[src/rtl/nn_argmax.sv]
// nn_argmax: streaming argmax over one sample of NUM_CLASSES signed scores.
// Scores arrive in class order; the index of the first strictly-largest
// score is published on label with a one-cycle done pulse.
module nn_argmax #(
    parameter int NUM_CLASSES = 10,
    parameter int SCORE_W     = 16
) (
    input  logic                      clk,
    input  logic                      rst,
    input  logic                      start,
    input  logic                      score_valid,
    input  logic signed [SCORE_W-1:0] score,
    output logic                      busy,
    output logic                      done,
    output logic [7:0]                label
);

    typedef enum logic [1:0] {
        S_IDLE  = 2'd0,
        S_ACCUM = 2'd1,
        S_DONE  = 2'd2
    } state_t;

    localparam logic [7:0] LAST_IDX = 8'(NUM_CLASSES - 1);

    state_t                    r_state;
    state_t                    w_next;
    logic [7:0]                r_cnt;
    logic [7:0]                r_best;
    logic [7:0]                r_label;
    logic signed [SCORE_W-1:0] r_max;

    logic       w_consume;
    logic       w_last;
    logic       w_take;
    logic [7:0] w_best_next;

    // A score is consumed only in ACCUM and only if no restart is requested
    // in the same cycle; class 0 always seeds the running max.
    assign w_consume   = (r_state == S_ACCUM) && score_valid && !start;
    assign w_last      = (r_cnt == LAST_IDX);
    assign w_take      = (r_cnt == 8'd0) || (score > r_max);
    assign w_best_next = w_take ? r_cnt : r_best;
    assign label       = r_label;

    // State register.
    always_ff @(posedge clk or posedge rst) begin
        if (rst) begin
            r_state <= S_IDLE;
        end else begin
            r_state <= w_next;
        end
    end

    // Next-state and status outputs.
    always_comb begin
        w_next = r_state;
        busy   = 1'b0;
        done   = 1'b0;
        case (r_state)
            S_IDLE: begin
                if (start) w_next = S_ACCUM;
            end
            S_ACCUM: begin
                busy = 1'b1;
                if (w_consume && w_last) w_next = S_DONE;
            end
            S_DONE: begin
                done   = 1'b1;
                w_next = start ? S_ACCUM : S_IDLE;
            end
            default: w_next = S_IDLE;
        endcase
    end

    // Running-max datapath: start (in any state) clears the partial sample,
    // a consumed score updates max/best, and the last class commits the label.
    always_ff @(posedge clk or posedge rst) begin
        if (rst) begin
            r_cnt   <= 8'd0;
            r_best  <= 8'd0;
            r_max   <= '0;
            r_label <= 8'd0;
        end else if (start) begin
            r_cnt  <= 8'd0;
            r_best <= 8'd0;
            r_max  <= '0;
        end else if (w_consume) begin
            if (w_take) begin
                r_max  <= score;
                r_best <= r_cnt;
            end
            if (w_last) begin
                r_label <= w_best_next;
                r_cnt   <= 8'd0;
            end else begin
                r_cnt <= r_cnt + 8'd1;
            end
        end
    end

endmodule

[config.mk]
export PLATFORM = sky130hd
export DESIGN_NAME = nn_argmax
export DESIGN_NICKNAME = d
export VERILOG_FILES = /design/src/rtl/nn_argmax.sv
export SDC_FILE = /design/constraint.sdc
export NUM_CORES = 1
export LEC_CHECK = 0
export BUFFER_PORTS_ARGS = -buffer_cell sky130_fd_sc_hd__buf_2
export CAP_MARGIN = 20
export CORE_UTILIZATION = 55
export CTS_CLUSTER_DIAMETER = 60
export DETAILED_ROUTE_END_ITERATION = 7
export PLACE_DENSITY = 0.85
export SETUP_SLACK_MARGIN = 0.4
export SLEW_MARGIN = 5
export SYNTH_ARGS = -nofsm -noshare
export SYNTH_HDL_FRONTEND = slang
export SYNTH_SLANG_ARGS = --single-unit
[constraint.sdc]
create_clock -name clk -period 6.8 [get_ports clk]
set_clock_uncertainty 0.1 [all_clocks]
set_input_delay 1.02 -clock clk [delete_from_list [all_inputs] [get_ports clk]]
set_output_delay 1.02 -clock clk [all_outputs]
set_load 0.03 [all_outputs]
==> flow_metrics.tcl, run 1 <==
set metrics [dict create \
    clk_pin_slew_ns 0.08 \
    cts_buffers 5 \
    cts.repair.resized 0 \
    row_count 23 \
    drtIter0Drc 123 \
    die_h_um 67.43 \
    insertion_delay_ns 0.30 \
    die_w_um 67.43 \
    r2r_cells 9 \
    start_kind "input port" \
    hold_path_depth 1 \
    status "complete, no violations" \
    io_buffer_count 29 \
    dr_wl_met2_um 2006 \
    remaining_drc_errors 0 \
    setup_viol 0 \
    grt_setup_unrepaired "no" \
    diodes 0 \
    hold_class "flop to flop" \
    clockBufferDepth 2 \
    nNetsFinal 304 \
    switching_share_pct 28.88 \
    worstSetupEndpointType "flop" \
    syn_nets 274 \
    wl_met3_um 172 \
    syn_area_per_cell_um2 10.02 \
    drt.antenna.violating_nets 0 \
    maxUsedRoutingLayer "met4" \
    synth_area_um2 2355 \
    firstDrtPassIters 4 \
    cap_viol_max_count 0 \
    min_period_ns 3.567 \
    postPlaceCellArea_um2 2499 \
    postLayoutCellArea_um2 2594 \
    io_pins 30 \
    wirelength_um 4305 \
    cp.required_ns 6.86 \
    internal_power_uw 388.6 \
    final_cell_mix "dfrtp_1 (42), nor2_1 (34), buf_2 (29)" \
    syn_inst 235 \
    relSlewSlack_pct 32.90 \
    die-area_um2 4547 \
    layout_commonest_cell "dfrtp_1" \
    arrival_ns 3.63 \
    cts_setup_buffers 0 \
    hpwl_um 3024 \
    power_frac_seq_pct 49.0 \
    cts_tree "done" \
    grt_max_degree 43 \
    vdd_ir_drop_max_uv 133.4 \
    crit_fanout 24 \
    core_area_um2 4058 \
    place_congestion 0.8619 \
    grt_pass1_vias 1613 \
    p_leak_nw 1.341 \
    cts_sinks 42 \
    grt_pass1_wl_um 7100 \
    clockRootBuffer "clkbuf_8" \
    wl_per_cell_um 13.62 \
    grt_usage_pct 21.42 \
    criticalPathCategory "input port to flop" \
    clockPowerShare_pct 31.3 \
    cts.htree.levels 2 \
    p_per_area_nw_per_um2 210.7 \
    num-fill-cells 325 \
    seq_area_frac_synth_pct 44.63 \
    ys_ff_latch 42 \
    hold_viol_final 0 \
    power_switching_uw 157.8 \
    avgViaCountPerCell 5.415 \
    grt-ovfl-total 0 \
    drive_gt1_share_pct 18.42 \
    worst_slew_pin_slew_ns 1.002 \
    synth_warnings 0 \
    syn_to_final_growth_pct 10.15 \
    power_frac_comb_pct 19.7 \
    ys_types 38 \
    routed-via-count 1711 \
    drt-met1-wl_um 2038 \
    initial_utilization_pct 58.03 \
    clock.fmax_mhz 280.4 \
    fin_crit_sh_pct 52.45 \
    finalMaxSlewViolations 0 \
    fin_setup_tns_ns 0 \
    hold_buffers 0 \
    antenna_found_initial 0 \
]
## cells by family (layout without fill, tap and decap cells)
kind of cell | count (synthesis) | count (layout) | share of synthesized area [%]
xor+xnor | 2 | 2 | 0.7440
flops | 42 | 42 | 44.63
buf+inv | 34 | 65 | 7.333
compound gates | 36 | 36 | 9.936
mux | 26 | 26 | 11.05
simple gates | 76 | 76 | 16.21
fa+ha+maj | 19 | 19 | 10.10
## worst max-delay path: stages
cell and delay [ns]:
buf_2 0.11, ha_1 0.34, nand4_2 0.18, or4_4 0.57, a21oi_2 0.19, nor3_2 0.08
a21oi_4 0.77, mux2i_1 0.30, nor2_1 0.06
## Yosys cell counts (all sizes together)
library cell | number | share of area (%)
and3 | 2 | 0.58
nor2 | 34 | 5.4
xor2 | 1 | 0.37
ha | 19 | 10
nor3b | 1 | 0.53
nand3 | 2 | 0.43
mux2i | 26 | 11
nor4 | 1 | 0.27
nor4b | 2 | 1.0
o21ai | 7 | 1.5
nor3 | 6 | 1.5
nor2b | 2 | 0.53
and2b | 1 | 0.37
or4 | 2 | 0.96
o21bai | 1 | 0.32
dlygate4sd1 | 2 | 0.74
o22ai | 6 | 1.6
clkbuf | 1 | 0.16
o31ai | 2 | 0.64
a21o | 4 | 1.3
or3 | 1 | 0.27
nand4 | 4 | 1.3
dfrtp | 42 | 45
inv | 27 | 4.3
a22o | 2 | 0.74
a21oi | 13 | 3.4
nand2 | 17 | 2.7
xnor2 | 1 | 0.37
buf | 4 | 2.1
a221o | 1 | 0.48
nand3b | 1 | 0.32
## flip-flops by register name, indices dropped and copies added (netlist names)
register	count
label	8
r_cnt	8
r_state	2
r_max	16
r_best	8
## per-stage QoR
step / std cells / hold slack [ns] / util [%] / worst slack, ns / total power [mW]
2_1_floorplan: 235 / 0.3570 / - / 3.622 / 0.3621
3_3_place_gp: 308 / 0.3681 / 61.58 / 3.024 / 0.3753
4_1_cts: 316 / 0.3933 / 63.92 / 3.218 / 0.5499
6_report: 316 / 0.3943 / 63.92 / 3.233 / 0.5464
3_5_place_dp: 308 / 0.3820 / 61.58 / 2.916 / 0.3799
5_1_grt: 316 / 0.4193 / 63.92 / 3.107 / 0.5771
## area by class of cell
type	count	area [um2]	share of cell area (%)
clock buffers	6	82.58	3.184
inverters	27	101.3	3.907
multi-input cells	159	1131	43.61
repair buffers	30	152.6	5.885
well taps	50	62.56	2.412
flip-flops and latches	42	1051	40.52
clock inverters	2	12.51	0.4824
## worst paths after layout
| kind | from | to | slack [ns] |
|---|---|---|---|
| min in group asynchronous | rst | label[4]$_DFFE_PP0P_ | 0.73 |
| worst max register to register | r_max[15]$_DFFE_PP0P_ | r_max[7]$_DFFE_PP0P_ | 3.68 |
| max in group asynchronous | rst | r_max[10]$_DFFE_PP0P_ | 5.51 |
| worst max-delay path | score[15] | r_max[7]$_DFFE_PP0P_ | 3.23 |
| worst min-delay path | r_state[0]$_DFFE_PP0P_ | r_state[0]$_DFFE_PP0P_ | 0.39 |
| worst min register to register | r_state[0]$_DFFE_PP0P_ | r_state[0]$_DFFE_PP0P_ | 0.39 |
## metal layers
layer	up-vias	track usage (%)
met5	-	0
met4	0	10.90
met3	12	6.926
met2	32	34.00
met1	807	25.95
li1	860	-
## power groups by stage
stage	combinational [mW]	clock [mW]	sequential, mW
floorplan	0.0914	0	0.271
global placement	0.103	0	0.272
detailed placement	0.107	0	0.273
CTS	0.109	0.174	0.268
global route	0.121	0.187	0.269
finish	0.108	0.171	0.268
(Power assumes the default switching activity.)
==> run 2: changes to the inputs <==
Settings changed: CORE_UTILIZATION 55 to 52.
Clock period 6.8 ns to 3 ns, I/O delays scaled along.
==> flow_metrics.tcl, run 2 (synthesis gave the netlist of run 1 again) <==
set metrics [dict create \
    status "complete, no violations" \
    min_period_ns 2.643 \
    wirelength_um 5684 \
    relSlewSlack_pct 46.78 \
    arrival_ns 2.72 \
    fin_setup_tns_ns 0 \
    grt-ovfl-total 0 \
    cp.required_ns 3.08 \
    clock.fmax_mhz 378.4 \
    holdWs_ns 0.1585 \
    cts_tree "done" \
    p_leak_nw 1.461 \
    diodes 0 \
    use_met3_pct 4.070 \
    nNetsFinal 321 \
    core_area_um2 4354 \
    clk_pin_slew_ns 0.09 \
    total_power_mw 1.368 \
    layout_commonest_cell "dfrtp_1" \
    crit_fanout 5 \
    start_kind "flop" \
    clockRootBuffer "clkbuf_8" \
    cts_buffers 5 \
    initial_utilization_pct 54.08 \
    drt.antenna.violating_nets 0 \
    hold_class "input port to async pin" \
    firstDrtPassIters 4 \
    vdd_ir_drop_max_uv 236.4 \
    cap_viol_max_count 0 \
    die-area_um2 4802 \
    grt_max_degree 43 \
    io_pins 30 \
    r2r_cells 11 \
    remaining_drc_errors 0 \
    hold_viol_final 0 \
    cts_sinks 42 \
    drtIter0Drc 127 \
    hpwl_um 3156 \
    die_w_um 69.30 \
    setup_viol 0 \
    die_h_um 69.30 \
    drive_gt1_share_pct 28.62 \
    p_per_area_nw_per_um2 465.2 \
    grt_setup_unrepaired "yes" \
    grt_pass1_vias 1776 \
    antenna_found_initial 0 \
    largest_reg_flops 16 \
    place_congestion 0.8752 \
    fin_crit_sh_pct 88.09 \
    criticalPathCategory "flop to flop" \
    row_count 24 \
    hold_buffers 0 \
    grt_pass1_wl_um 8100 \
    grt_usage_pct 21.42 \
    clockBufferDepth 2 \
    wl_per_cell_um 16.97 \
    cts.htree.levels 2 \
    grt_use_met1_pct 26.39 \
    busiest_layer "met2" \
    finalMaxSlewViolations 0 \
    avgViaCountPerCell 5.594 \
    io_buffer_count 29 \
    gr-usage-met2_pct 36.25 \
    largest-register "r_max" \
    worstSetupEndpointType "flop" \
    routed-via-count 1874 \
    worst_slew_pin_slew_ns 0.7923 \
    final_cell_mix "dfrtp_1 (39), nor2_1 (34), buf_2 (29)" \
    syn_to_final_growth_pct 24.92 \
    insertion_delay_ns 0.31 \
]
==> run 2: cell types whose count changed in the layout (fill, tap and decap cells not counted), sizes merged <==
cell | before | now
clkinv | 1 | 0
clkinvlp | 1 | 2
buf | 30 | 45
clkbuf | 6 | 7
inv | 27 | 28
==> run 2: final timing paths <==
kind | start | end | slack (ns)
max reg2reg | r_max[15]$_DFFE_PP0P_ | r_best[6]$_DFFE_PP0P_ | 0.36
min | rst | r_cnt[0]$_DFFE_PP0P_ | 0.16
min reg2reg | r_state[0]$_DFFE_PP0P_ | r_state[0]$_DFFE_PP0P_ | 0.40
max | r_max[15]$_DFFE_PP0P_ | r_best[6]$_DFFE_PP0P_ | 0.36
max in group asynchronous | rst | r_cnt[5]$_DFFE_PP0P_ | 2.25
min in group clk | score[0] | r_max[0]$_DFFE_PP0P_ | 0.29
==> run 2: repair_timing <==
action,in CTS,in global routing
cloned,1,2
gates resized for setup,2,20
pin swaps,0,9
setup buffers,0,11
setup endpoints to repair,5,26
==> run 2: final cells by class <==
class                           count  area (um2)
Multi-Input combinational cell    159        1260
Tap cell                           52       65.06
Timing Repair Buffer               47       367.9
Clock inverter                      3       23.77
Clock buffer                        5       68.82
Fill cell                         302        1413
Inverter                           27       101.3
Sequential cell                    42        1055
==> run 2: routing by layer <==
metal | vias to the layer above | part of all wire [%]
li1 | 901 | -
met4 | 0 | 2.7
met2 | 54 | 52
met3 | 15 | 3.9
met1 | 904 | 42
met5 | - | 0
==> run 2: through the flow <==
stage / util [%] / setup WS, ns / instances / instance area, um2
floorplan: - / 0.4042 / 235 / 2355
global placement: 58.25 / 0.2989 / 313 / 2536
detailed placement: 58.25 / 0.2090 / 313 / 2536
CTS: 61.49 / 0.3437 / 322 / 2678
global route: 67.56 / 0.2701 / 335 / 2942
finish: 67.56 / 0.3574 / 335 / 2942
==> run 2: report_power, final <==
part	total, mW	leakage, nW	switching (mW)	internal, mW
sequential	0.610	0.538	0.0190	0.591
combinational	0.368	0.882	0.180	0.188
clock	0.391	0.0408	0.225	0.167
==> run 2: worst max-delay path, stage by stage (launching register included) <==
cell and delay, ns:
dfrtp_1 0.37, inv_2 0.05, ha_4 0.30, nand4_4 0.14, or4_4 0.58, a21oi_4 0.18, nor3_2 0.07, a21oi_4 0.15
buf_12 0.15, buf_12 0.13, mux2i_4 0.22, nor2_1 0.06
